File: src/rtl/emg_arb_pkg.sv
// ---------------------------------------------------------------------------
// emg_arb_pkg
//   Shared definitions for the EMG sample-FIFO write arbiter.
//   - arb_state_t : arbiter FSM state encoding
//   - clog2       : ceiling log2 helper for width derivation
//   - ARB_*_DEF   : default channel count / sample / ID widths, also used
//                   when sizing the sample FIFO that the arbiter feeds
// ---------------------------------------------------------------------------
package emg_arb_pkg;

    typedef enum logic [1:0] {
        IDLE  = 2'd0,
        ARB   = 2'd1,
        WRITE = 2'd2,
        GAP   = 2'd3
    } arb_state_t;

    // Smallest r with 2**r >= value (0 for value <= 1).
    function automatic int clog2(input int value);
        int r;
        int v;
        r = 0;
        v = value - 1;
        while (v > 0) begin
            r = r + 1;
            v = v >> 1;
        end
        return r;
    endfunction

    localparam int ARB_N_CH_DEF     = 4;
    localparam int ARB_SAMPLE_W_DEF = 12;
    localparam int ARB_ID_W_DEF     = clog2(ARB_N_CH_DEF);

endpackage

File: src/rtl/emg_fifo_wr_arbiter_rr_pick.sv
// ---------------------------------------------------------------------------
// rr_pick
//   Combinational round-robin priority picker. Searches the request vector
//   cyclically starting at the channel after the last grant.
//   Ports:
//     req_i   [N_CH]  request vector, bit i = channel i requesting
//     last_i  [ID_W]  index of the most recently granted channel
//     pick_o  [ID_W]  index of the winning channel (0 when valid_o=0)
//     valid_o         at least one channel is requesting
// ---------------------------------------------------------------------------
module rr_pick #(
    parameter int N_CH = 4,
    parameter int ID_W = 2
) (
    input  logic [N_CH-1:0] req_i,
    input  logic [ID_W-1:0] last_i,
    output logic [ID_W-1:0] pick_o,
    output logic            valid_o
);

    logic found;

    // Two passes: channels strictly above last_i first, then wrap around to
    // channels 0..last_i. The first hit in that order wins.
    always_comb begin
        found  = 1'b0;
        pick_o = '0;
        for (int i = 0; i < N_CH; i++) begin
            if (!found && req_i[i] && (ID_W'(i) > last_i)) begin
                found  = 1'b1;
                pick_o = ID_W'(i);
            end
        end
        for (int i = 0; i < N_CH; i++) begin
            if (!found && req_i[i] && (ID_W'(i) <= last_i)) begin
                found  = 1'b1;
                pick_o = ID_W'(i);
            end
        end
        valid_o = found;
    end

endmodule

File: src/rtl/emg_fifo_wr_arbiter.sv
// ---------------------------------------------------------------------------
// emg_fifo_wr_arbiter
//   Round-robin write arbiter sharing one sample FIFO among N_CH EMG ADC
//   channels. Each grant takes one sample, tags it with the channel ID and
//   issues a single-cycle FIFO write. Never writes while fifo_full is high.
//
//   Handshake: ch_req[i] high means channel i holds a valid sample on
//   ch_data. The sample is taken in the cycle ch_ack[i] pulses (same cycle
//   as fifo_wr). The requester must drop ch_req or present new data within
//   2 cycles of the ack; the WRITE/GAP cycles guarantee it is not sampled
//   again before then.
//
//   Ports:
//     clk, reset    rising-edge clock, asynchronous active-high reset
//     en            arbiter enable (0 = no new grants)
//     ch_req        per-channel request
//     ch_data       packed samples, channel i at [i*SAMPLE_W +: SAMPLE_W]
//     ch_ack        one-hot 1-cycle ack of the taken sample
//     fifo_full     FIFO full flag (registered inside the FIFO)
//     fifo_wr       1-cycle FIFO write strobe
//     fifo_w_data   {channel_id, sample}
//     grant_id      ID of the last granted channel
//     busy          high while in WRITE or GAP
//     wr_count      writes issued, saturating (only with ARB_STATS_EN)
//
//   Configuration macro: ARB_STATS_EN enables the wr_count counter;
//   without it wr_count is tied to zero.
//   All outputs are registered.
// ---------------------------------------------------------------------------
module emg_fifo_wr_arbiter
    import emg_arb_pkg::*;
#(
    parameter int N_CH     = ARB_N_CH_DEF,
    parameter int SAMPLE_W = ARB_SAMPLE_W_DEF,
    parameter int ID_W     = ARB_ID_W_DEF
) (
    input  logic                     clk,
    input  logic                     reset,
    input  logic                     en,
    input  logic [N_CH-1:0]          ch_req,
    input  logic [N_CH*SAMPLE_W-1:0] ch_data,
    output logic [N_CH-1:0]          ch_ack,
    input  logic                     fifo_full,
    output logic                     fifo_wr,
    output logic [ID_W+SAMPLE_W-1:0] fifo_w_data,
    output logic [ID_W-1:0]          grant_id,
    output logic                     busy,
    output logic [15:0]              wr_count
);

    arb_state_t state_q, state_d;

    logic                     fifo_wr_q, fifo_wr_d;
    logic [N_CH-1:0]          ch_ack_q, ch_ack_d;
    logic [ID_W+SAMPLE_W-1:0] fifo_w_data_q, fifo_w_data_d;
    logic [ID_W-1:0]          grant_id_q, grant_id_d;
    logic                     busy_q, busy_d;

    logic [ID_W-1:0]     pick_id;
    logic                pick_valid;
    logic [SAMPLE_W-1:0] pick_sample;

    rr_pick #(
        .N_CH (N_CH),
        .ID_W (ID_W)
    ) u_rr_pick (
        .req_i   (ch_req),
        .last_i  (grant_id_q),
        .pick_o  (pick_id),
        .valid_o (pick_valid)
    );

    // Sample mux for the picked channel.
    always_comb begin
        pick_sample = '0;
        for (int i = 0; i < N_CH; i++) begin
            if (ID_W'(i) == pick_id) begin
                pick_sample = ch_data[i*SAMPLE_W +: SAMPLE_W];
            end
        end
    end

    always_comb begin
        state_d       = state_q;
        fifo_wr_d     = 1'b0;
        ch_ack_d      = '0;
        fifo_w_data_d = fifo_w_data_q;
        grant_id_d    = grant_id_q;
        case (state_q)
            IDLE: begin
                if (en) state_d = ARB;
            end
            ARB: begin
                if (!en) begin
                    state_d = IDLE;
                end else if (!fifo_full && pick_valid) begin
                    fifo_wr_d     = 1'b1;
                    fifo_w_data_d = {pick_id, pick_sample};
                    grant_id_d    = pick_id;
                    for (int i = 0; i < N_CH; i++) begin
                        ch_ack_d[i] = (ID_W'(i) == pick_id);
                    end
                    state_d = WRITE;
                end
            end
            // The write issued from ARB always completes; en is only
            // honoured once the GAP cycle is over.
            WRITE: state_d = GAP;
            // Dead cycle: lets the FIFO's registered full flag catch up.
            GAP:   state_d = en ? ARB : IDLE;
            default: state_d = IDLE;
        endcase
        busy_d = (state_d == WRITE) || (state_d == GAP);
    end

    always_ff @(posedge clk or posedge reset) begin
        if (reset) begin
            state_q       <= IDLE;
            fifo_wr_q     <= 1'b0;
            ch_ack_q      <= '0;
            fifo_w_data_q <= '0;
            grant_id_q    <= ID_W'(N_CH - 1);
            busy_q        <= 1'b0;
        end else begin
            state_q       <= state_d;
            fifo_wr_q     <= fifo_wr_d;
            ch_ack_q      <= ch_ack_d;
            fifo_w_data_q <= fifo_w_data_d;
            grant_id_q    <= grant_id_d;
            busy_q        <= busy_d;
        end
    end

    assign fifo_wr     = fifo_wr_q;
    assign ch_ack      = ch_ack_q;
    assign fifo_w_data = fifo_w_data_q;
    assign grant_id    = grant_id_q;
    assign busy        = busy_q;

`ifdef ARB_STATS_EN
    logic [15:0] wr_count_q, wr_count_d;

    // Counts in step with the fifo_wr register so wr_count includes the
    // write currently on the bus.
    always_comb begin
        wr_count_d = wr_count_q;
        if (fifo_wr_d && (wr_count_q != 16'hFFFF)) begin
            wr_count_d = wr_count_q + 16'd1;
        end
    end

    always_ff @(posedge clk or posedge reset) begin
        if (reset) wr_count_q <= 16'h0000;
        else       wr_count_q <= wr_count_d;
    end

    assign wr_count = wr_count_q;
`else
    assign wr_count = 16'h0000;
`endif

endmodule

File: config.mk
export PLATFORM = sky130hd
export DESIGN_NAME = emg_fifo_wr_arbiter
export DESIGN_NICKNAME = d
export VERILOG_FILES = /design/src/rtl/emg_arb_pkg.sv /design/src/rtl/emg_fifo_wr_arbiter_rr_pick.sv /design/src/rtl/emg_fifo_wr_arbiter.sv
export SDC_FILE = /design/constraint.sdc
export NUM_CORES = 1
export LEC_CHECK = 0
export CAP_MARGIN = 30
export CORE_ASPECT_RATIO = 1.75
export CORE_MARGIN = 3
export CORE_UTILIZATION = 40
export DETAILED_ROUTE_END_ITERATION = 7
export GPL_TIMING_DRIVEN = 0
export PLACE_DENSITY_LB_ADDON = 0.08
export SLEW_MARGIN = 10
export SYNTH_ARGS = -nofsm -noshare
export SYNTH_HDL_FRONTEND = slang
export SYNTH_SLANG_ARGS = --single-unit
export TNS_END_PERCENT = 100
File: constraint.sdc
create_clock -name clk -period 3 [get_ports clk]
set_input_delay 0.6 -clock clk [delete_from_list [all_inputs] [get_ports clk]]
set_output_delay 0.6 -clock clk [all_outputs]
set_load 0.1 [all_outputs]
==> metrics.txt, run 1 <==
status=completed; Synth Area in Compound Gates=32.3%; Worst Path Required=2.40 ns; RSZ-0062 raised after global routing=no; Crit. End Element=primary output; layout cell share with drive strength beyond 1=14.9%; finished layout cell area=2540 um^2; Max Buffers Root-to-Sink=2; clock share of power=11.5%; fill count=330; Reg2Reg Depth=6; switching pwr=1.40 mW; fin nets=326; vias=1,585; worst relative slew slack=31.2%; DP HPWL=3570 um; setup TNS=0 ns; final hold vios=0; clock-pin slew on the worst setup and hold paths=0.08 ns; largest net degree at the start of global routing=25; wire length per cell=14.5 um; initial drt markers=19; clk sink count=24; # H-tree levels=1; Clock Skew=0.00112 ns; Worst Hold Class=register to register; Synth cell types=45; fmax=381 MHz; core area=3700 um^2; min cycle time layout=2.63 ns; Post-DRT Antenna Nets=0; Post-Route WL=4560 um; initial antenna violation count=0; Initial Util=42.3%; postcts setup bufs=0; power per cell area=972 nW/um^2; vias per cell=5.03; crit path max fanout=8; final setup vio count=0; Port Buffers=76; internal reg-to-reg setup slack=0.96 ns; Setup crit start kind=register; global-route wire length before repair=7200 um; Worst-Skew Late Latency=0.27 ns; clk root buf=clkbuf_8; Num CTS Buffers=3; TritonRoute pass-1 iters=4; crit path kind=register to primary output; post-synthesis mux area share=0.639%; vias in the first global route=1,540; combinational share of power=67.7%; critical path arrival=2.03 ns; GRT overflow=0; die area=4730 um^2; Slowest-stage cell, CP=clkdlybuf4s50_1; Slew @ Worst Pin=1.03 ns; Ant. Diodes=0; post-synthesis adder-cell area fraction=0%; Area growth, synth to finish=62.1%; final slew viol count=0; simple-gate share of the synthesized area=13.3%; gpl congestion=0.805; Gate Count Post-Synth=173; die height=88.8 um; P_leak=1.17 nW; Synthesis Warnings=0; Avg Cell Area, Syn=9.05 um^2; FF+latch count, synth=24; Placement Rows=29; die width=53.3 um; # IOs=94; # hold bufs at CTS=0; CP delay by family, top=buffers and inverters; Internal=1.07 mW; Final Util=68.6%; stages on the worst setup path=1; main combinational cell family by area after synthesis=compound AO/OA/AOI/OAI gates; GRT Total Usage=20.6%; Synth Area in XOR/XNOR=0%; fin crit share=87.6%; post-cts resize count=0; maximum VDD drop=701 uV; CTS tree=done; cell area after placement=2440 um^2; slowest stage delay, CP=1.15 ns; DRC viols=0; post-synthesis sequential area ratio=38.5%; crit path cell chain=clkdlybuf4s50_1; # Max-Cap Violations=0; Worst Hold Path Cells=2; switch share=56.6%; worst path bufs/invs=1; post-synthesis cell area=1570 um^2; sequential power share=20.9%
==> power groups by stage <==
stage          Sequential, mW  Clock, mW  Combinational (mW)
6_report                0.516      0.283                1.67
5_1_grt                 0.535      0.298                1.74
4_1_cts                 0.517      0.285                1.67
3_5_place_dp            0.523          0                1.67
3_3_place_gp            0.516          0                1.66
2_1_floorplan            1.29          0               0.482
==> through the flow <==
stage	hold slack [ns]	power [mW]	cells	setup WS, ns
after floorplan	0.552	1.78	188	0.845
after global placement	0.463	2.17	310	0.343
after detailed placement	0.489	2.19	310	0.322
after CTS	0.511	2.48	314	0.370
after global routing	0.542	2.58	315	0.341
final	0.506	2.47	315	0.372
==> final timing paths <==
path / start / to
min in group asynchronous: reset / ch_ack[1]$_DFF_PP0_
setup / recovery: grant_id[1]$_DFFE_PP1P_ / grant_id[1]
setup reg to reg: grant_id[0]$_DFFE_PP1P_ / fifo_w_data[3]$_DFFE_PP0P_
hold reg to reg: fifo_w_data[7]$_DFFE_PP0P_ / fifo_w_data[7]$_DFFE_PP0P_
hold / removal: fifo_w_data[7]$_DFFE_PP0P_ / fifo_w_data[7]$_DFFE_PP0P_
max in group asynchronous: reset / grant_id[0]$_DFFE_PP1P_
==> registers in the layout (all words and copies together), names as in the netlist <==
name         count
fifo_wr          1
grant_id         2
busy             1
ch_ack           4
fifo_w_data     14
state_q          2
==> cells in the final DEF (no fill, tap or decap), types with 2 or more instances in the layout <==
master	n
nand2b_1	4
buf_4	17
buf_2	6
o22ai_1	4
o21ai_0	4
dfstp_2	2
clkbuf_1	3
dfrtp_1	22
a211o_1	2
inv_1	14
and2_1	4
a2bb2oi_1	9
conb_1	16
o31ai_1	7
nand2_1	9
clkbuf_8	3
o221ai_1	2
nor2b_1	2
a221oi_1	10
a21o_1	2
nor2_1	14
a21oi_1	11
clkdlybuf4s50_1	76
==> kinds of logic after synthesis <==
kind of cell,Yosys count
and+or+nand+nor,40
muxes,1
AOI/OAI and AO/OA,65
DFF,24
buffers and inverters,42
other,1
==> final cells by class <==
| class | instances | area [um^2] | share of cell area [%] |
|---|---|---|---|
| inverters | 15 | 56.3 | 2.22 |
| flip-flops and latches | 24 | 603 | 23.7 |
| clock inverters | 1 | 30.0 | 1.18 |
| clock buffers | 3 | 41.3 | 1.63 |
| repair buffers | 77 | 788 | 31.0 |
| plain buffers | 27 | 180 | 7.09 |
| well taps | 46 | 57.6 | 2.27 |
| multi-input cells | 122 | 783 | 30.8 |
==> layer usage <==
metal | vias up | track usage [%] | share of wire (%)
met2 | 63 | 35.8 | 55
met4 | 0 | 6.74 | 1.7
met1 | 732 | 24.6 | 36
li1 | 784 | - | -
met5 | - | 0 | 0
met3 | 6 | 4.22 | 7.0
==> Yosys cell counts, drive strengths merged <==
master   count  area share (%)
dfrtp       22              35
or2          2            0.96
a211o        2             1.1
a21o         2            0.96
nand2        9             2.2
nor3         1            0.32
o31ai        7             3.4
nand3        1            0.32
o32ai        1            0.56
o21a         1            0.48
nand2b       4             1.6
and3b        1            0.56
a21oi       12             4.1
o2111ai      1            0.56
a211oi       1            0.48
o221ai       2             1.1
mux2i        1            0.64
o2bb2ai      1            0.56
o211ai       2             1.8
dfstp        2             3.4
buf         24              11
inv         15             3.6
a311o        1            0.64
a2bb2oi      9             5.0
o21ai        5             1.8
and2         4             1.6
a221oi      10             5.6
o221a        1            0.72
o21ba        1            0.64
o22ai        4             1.6
o211a        1            0.64
or3          1            0.40
nor3b        1             1.2
nor2b        2            0.80
nor2        14             3.4
o21bai       1            0.48
conb         1            0.24
clkbuf       3            0.72
Power figures use the tool's default switching activity.
==> inputs of run 2 (changes only) <==
ABC_AREA = 1   (was default)
CORE_UTILIZATION = 39   (was 40)
clock period = 2.9 ns   (was 3 ns; I/O delays follow)
==> metrics.txt, run 2 <==
initial antenna violation count=0 (unchanged); area of the multi-input gates=825 um^2 (was 783 um^2); final hold vios=0 (unchanged); worst path bufs/invs=1 (unchanged); Synthesis Warnings=0 (unchanged); Worst Path Required=2.32 ns (was 2.40 ns); DP HPWL=3840 um (was 3570 um); core area=4190 um^2 (was 3700 um^2); die area=5240 um^2 (was 4730 um^2); Post-Route WL=4520 um (was 4560 um); GRT Total Usage=17.6% (was 20.6%); # IOs=94 (unchanged); worst relative slew slack=33.6% (was 31.2%); beginning of the worst hold path=fifo_w_data[13]$_DFFE_PP0P_ (was fifo_w_data[7]$_DFFE_PP0P_); # H-tree levels=1 (unchanged); Setup crit start kind=register (unchanged); largest net degree at the start of global routing=25 (unchanged); critical path arrival=1.95 ns (was 2.03 ns); initial drt markers=25 (was 19); Sequential Area=603 um^2 (unchanged); Hold Path End=fifo_w_data[13]$_DFFE_PP0P_ (was fifo_w_data[7]$_DFFE_PP0P_); fin nets=400 (was 326); final slew viol count=0 (unchanged); crit path max fanout=4 (was 8); gpl congestion=0.783 (was 0.805); Synth cell types=28 (was 45); vias per cell=4.54 (was 5.03); most common cell in the netlist=nand2_1 (was dfrtp_1); Internal=1.12 mW (was 1.07 mW); reg-to-reg startpoint=grant_id[1]$_DFFE_PP1P_ (was grant_id[0]$_DFFE_PP1P_); wire length per cell=11.5 um (was 14.5 um); min cycle time layout=2.53 ns; ys async rst share=100% (unchanged); status=completed (unchanged); Worst Hold Class=register to register (unchanged); top cell type's share of synthesized area=32.3% (was 35.1%); global-route wire length before repair=7200 um (about the same); clock-pin slew on the worst setup and hold paths=0.08 ns (about the same); post-synthesis sequential area ratio=35.3% (was 38.5%); Area growth, synth to finish=56.9% (was 62.1%); Placement Rows=31 (was 29); fmax=395 MHz; Slowest-stage cell, CP=clkdlybuf4s50_1 (unchanged); Post-DRT Antenna Nets=0 (unchanged); die width=56.0 um (was 53.3 um); maximum VDD drop=694 uV (was 701 uV); die height=93.5 um (was 88.8 um); cells taking the most area after synthesis=dfrtp_1, nand2_1, buf_4 (was dfrtp_1, buf_4, a221oi_1); Worst-Skew Late Latency=0.26 ns (was 0.27 ns); clk sink count=24 (unchanged); sequential power share=19.4% (was 20.9%); crit path kind=register to primary output (unchanged); fill count=402 (was 330); slowest stage delay, CP=1.13 ns (was 1.15 ns); clk root buf=clkbuf_8 (unchanged); CTS tree=done (unchanged); dominant cell type by area after synthesis=dfrtp_1 (unchanged); worst slack at placement=0.433 ns (was 0.322 ns); Initial Util=40.7% (was 42.3%); TritonRoute pass-1 iters=4 (unchanged); vias=1,780 (was 1,585); P_leak=1.42 nW (was 1.17 nW); Crit. End Element=primary output (unchanged); Avg Cell Area, Syn=6.94 um^2 (was 9.05 um^2); vias in the first global route=1,649 (was 1,540); most common cell after layout, fill and taps aside=clkdlybuf4s50_1 (unchanged); Gate Count Post-Synth=246 (was 173); most frequent cells in the layout=clkdlybuf4s50_1, nand2_1, inv_1 (was clkdlybuf4s50_1, dfrtp_1, buf_4); fin worst setup slack=0.365 ns (was 0.372 ns); internal reg-to-reg setup slack=1.00 ns (was 0.96 ns); setup TNS=0 ns (unchanged); post-cts resize count=0 (unchanged); Port Buffers=77 (was 76); GRT overflow=0 (unchanged); switch share=59.3% (was 56.6%); number of flip-flops in the largest register=14 (unchanged); power per cell area=1030 nW/um^2 (was 972 nW/um^2); crit path cell chain=clkdlybuf4s50_1 (unchanged); Worst Hold Path Cells=2 (unchanged); post-synthesis cell area=1710 um^2 (was 1570 um^2); worst reg2reg path endpoint=fifo_w_data[8]$_DFFE_PP0P_ (was fifo_w_data[3]$_DFFE_PP0P_); postcts setup bufs=0 (unchanged); # Max-Cap Violations=0 (unchanged); Clock Skew=0.00246 ns (was 0.00112 ns); top cells by count, synth=nand2_1, inv_1, nand3_1 (was dfrtp_1, buf_4, inv_1, nor2_1, a21oi_1); layout cell share with drive strength beyond 1=16.0% (was 14.9%); Reg2Reg Depth=9 (was 6); switching pwr=1.63 mW (was 1.40 mW); FF+latch count, synth=24 (unchanged); CP delay by family, top=buffers and inverters (unchanged); combinational share of power=72.6% (was 67.7%); Ant. Diodes=0 (unchanged); Max Buffers Root-to-Sink=2 (unchanged); final setup vio count=0 (unchanged); # hold bufs at CTS=0 (unchanged); Top FF cell, synth=dfrtp_1 (unchanged); Slew @ Worst Pin=0.993 ns (was 1.03 ns); RSZ-0062 raised after global routing=no (unchanged); total power=2.75 mW (was 2.47 mW); DRC viols=0 (unchanged); fin crit share=87.4%; clock share of power=8.1% (was 11.5%); Num CTS Buffers=3 (unchanged); EDFF count, synth=0 (unchanged)
[run 2: how the worst max path moves through the flow]
stage	slack, ns	end	depth (start not counted)	startpoint
2_1_floorplan	0.79	fifo_w_data[5]$_DFFE_PP0P_	11	grant_id[1]$_DFFE_PP1P_
3_3_place_gp	0.46	fifo_w_data[6]$_DFFE_PP0P_	9	ch_req[1]
3_5_place_dp	0.43	fifo_w_data[8]$_DFFE_PP0P_	9	ch_req[1]
4_1_cts	0.36	grant_id[1]	1	grant_id[1]$_DFFE_PP1P_
5_1_grt	0.32	grant_id[1]	1	grant_id[1]$_DFFE_PP1P_
6_report	0.37	grant_id[0]	1	grant_id[0]$_DFFE_PP1P_
[run 2: power by group through the flow]
| stage | Clock [mW] | Combinational (mW) | Sequential (mW) |
|---|---|---|---|
| after global routing | 0.244 | 2.13 | 0.551 |
| after global placement | 0 | 1.99 | 0.538 |
| final | 0.221 | 2.00 | 0.532 |
| after detailed placement | 0 | 2.01 | 0.537 |
| after CTS | 0.226 | 2.01 | 0.533 |
| after floorplan | 0 | 0.678 | 1.38 |
[run 2: final cells by class]
cell class	count	share of cell area (%)
clock buffer	4	2.06
timing repair buffer	78	29.8
multi-input combinational	173	30.8
inverter	37	5.19
sequential	24	22.5
tap	49	2.29
buffer	27	7.34
[run 2: logic make-up (layout without fill, tap and decap cells)]
family | Yosys count | in the layout | share of synthesized area [%]
buffers and inverters | 64 | 146 | 19.6
and+or+nand+nor | 128 | 128 | 34.8
DFF | 24 | 24 | 35.3
AOI/OAI and AO/OA | 29 | 29 | 9.97
other | 1 | 16 | 0.220
[run 2: per-layer routing]
layer | vias to the layer above | GRT usage [%] | wire [um]
li1 | 919 | - | -
met1 | 788 | 16.9 | 1530
met2 | 62 | 35.6 | 2600
met3 | 11 | 2.90 | 253
met4 | 0 | 6.93 | 125
met5 | - | 0 | 0
[run 2: through the flow]
stage / area, um^2 / hold WS (ns) / utilization [%] / instances
2_1_floorplan: 1760 / 0.487 / - / 261
3_3_place_gp: 2590 / 0.455 / 61.9 / 387
5_1_grt: 2680 / 0.505 / 63.9 / 392
4_1_cts: 2650 / 0.484 / 63.3 / 391
6_report: 2680 / 0.484 / 63.9 / 392
3_5_place_dp: 2590 / 0.464 / 61.9 / 387
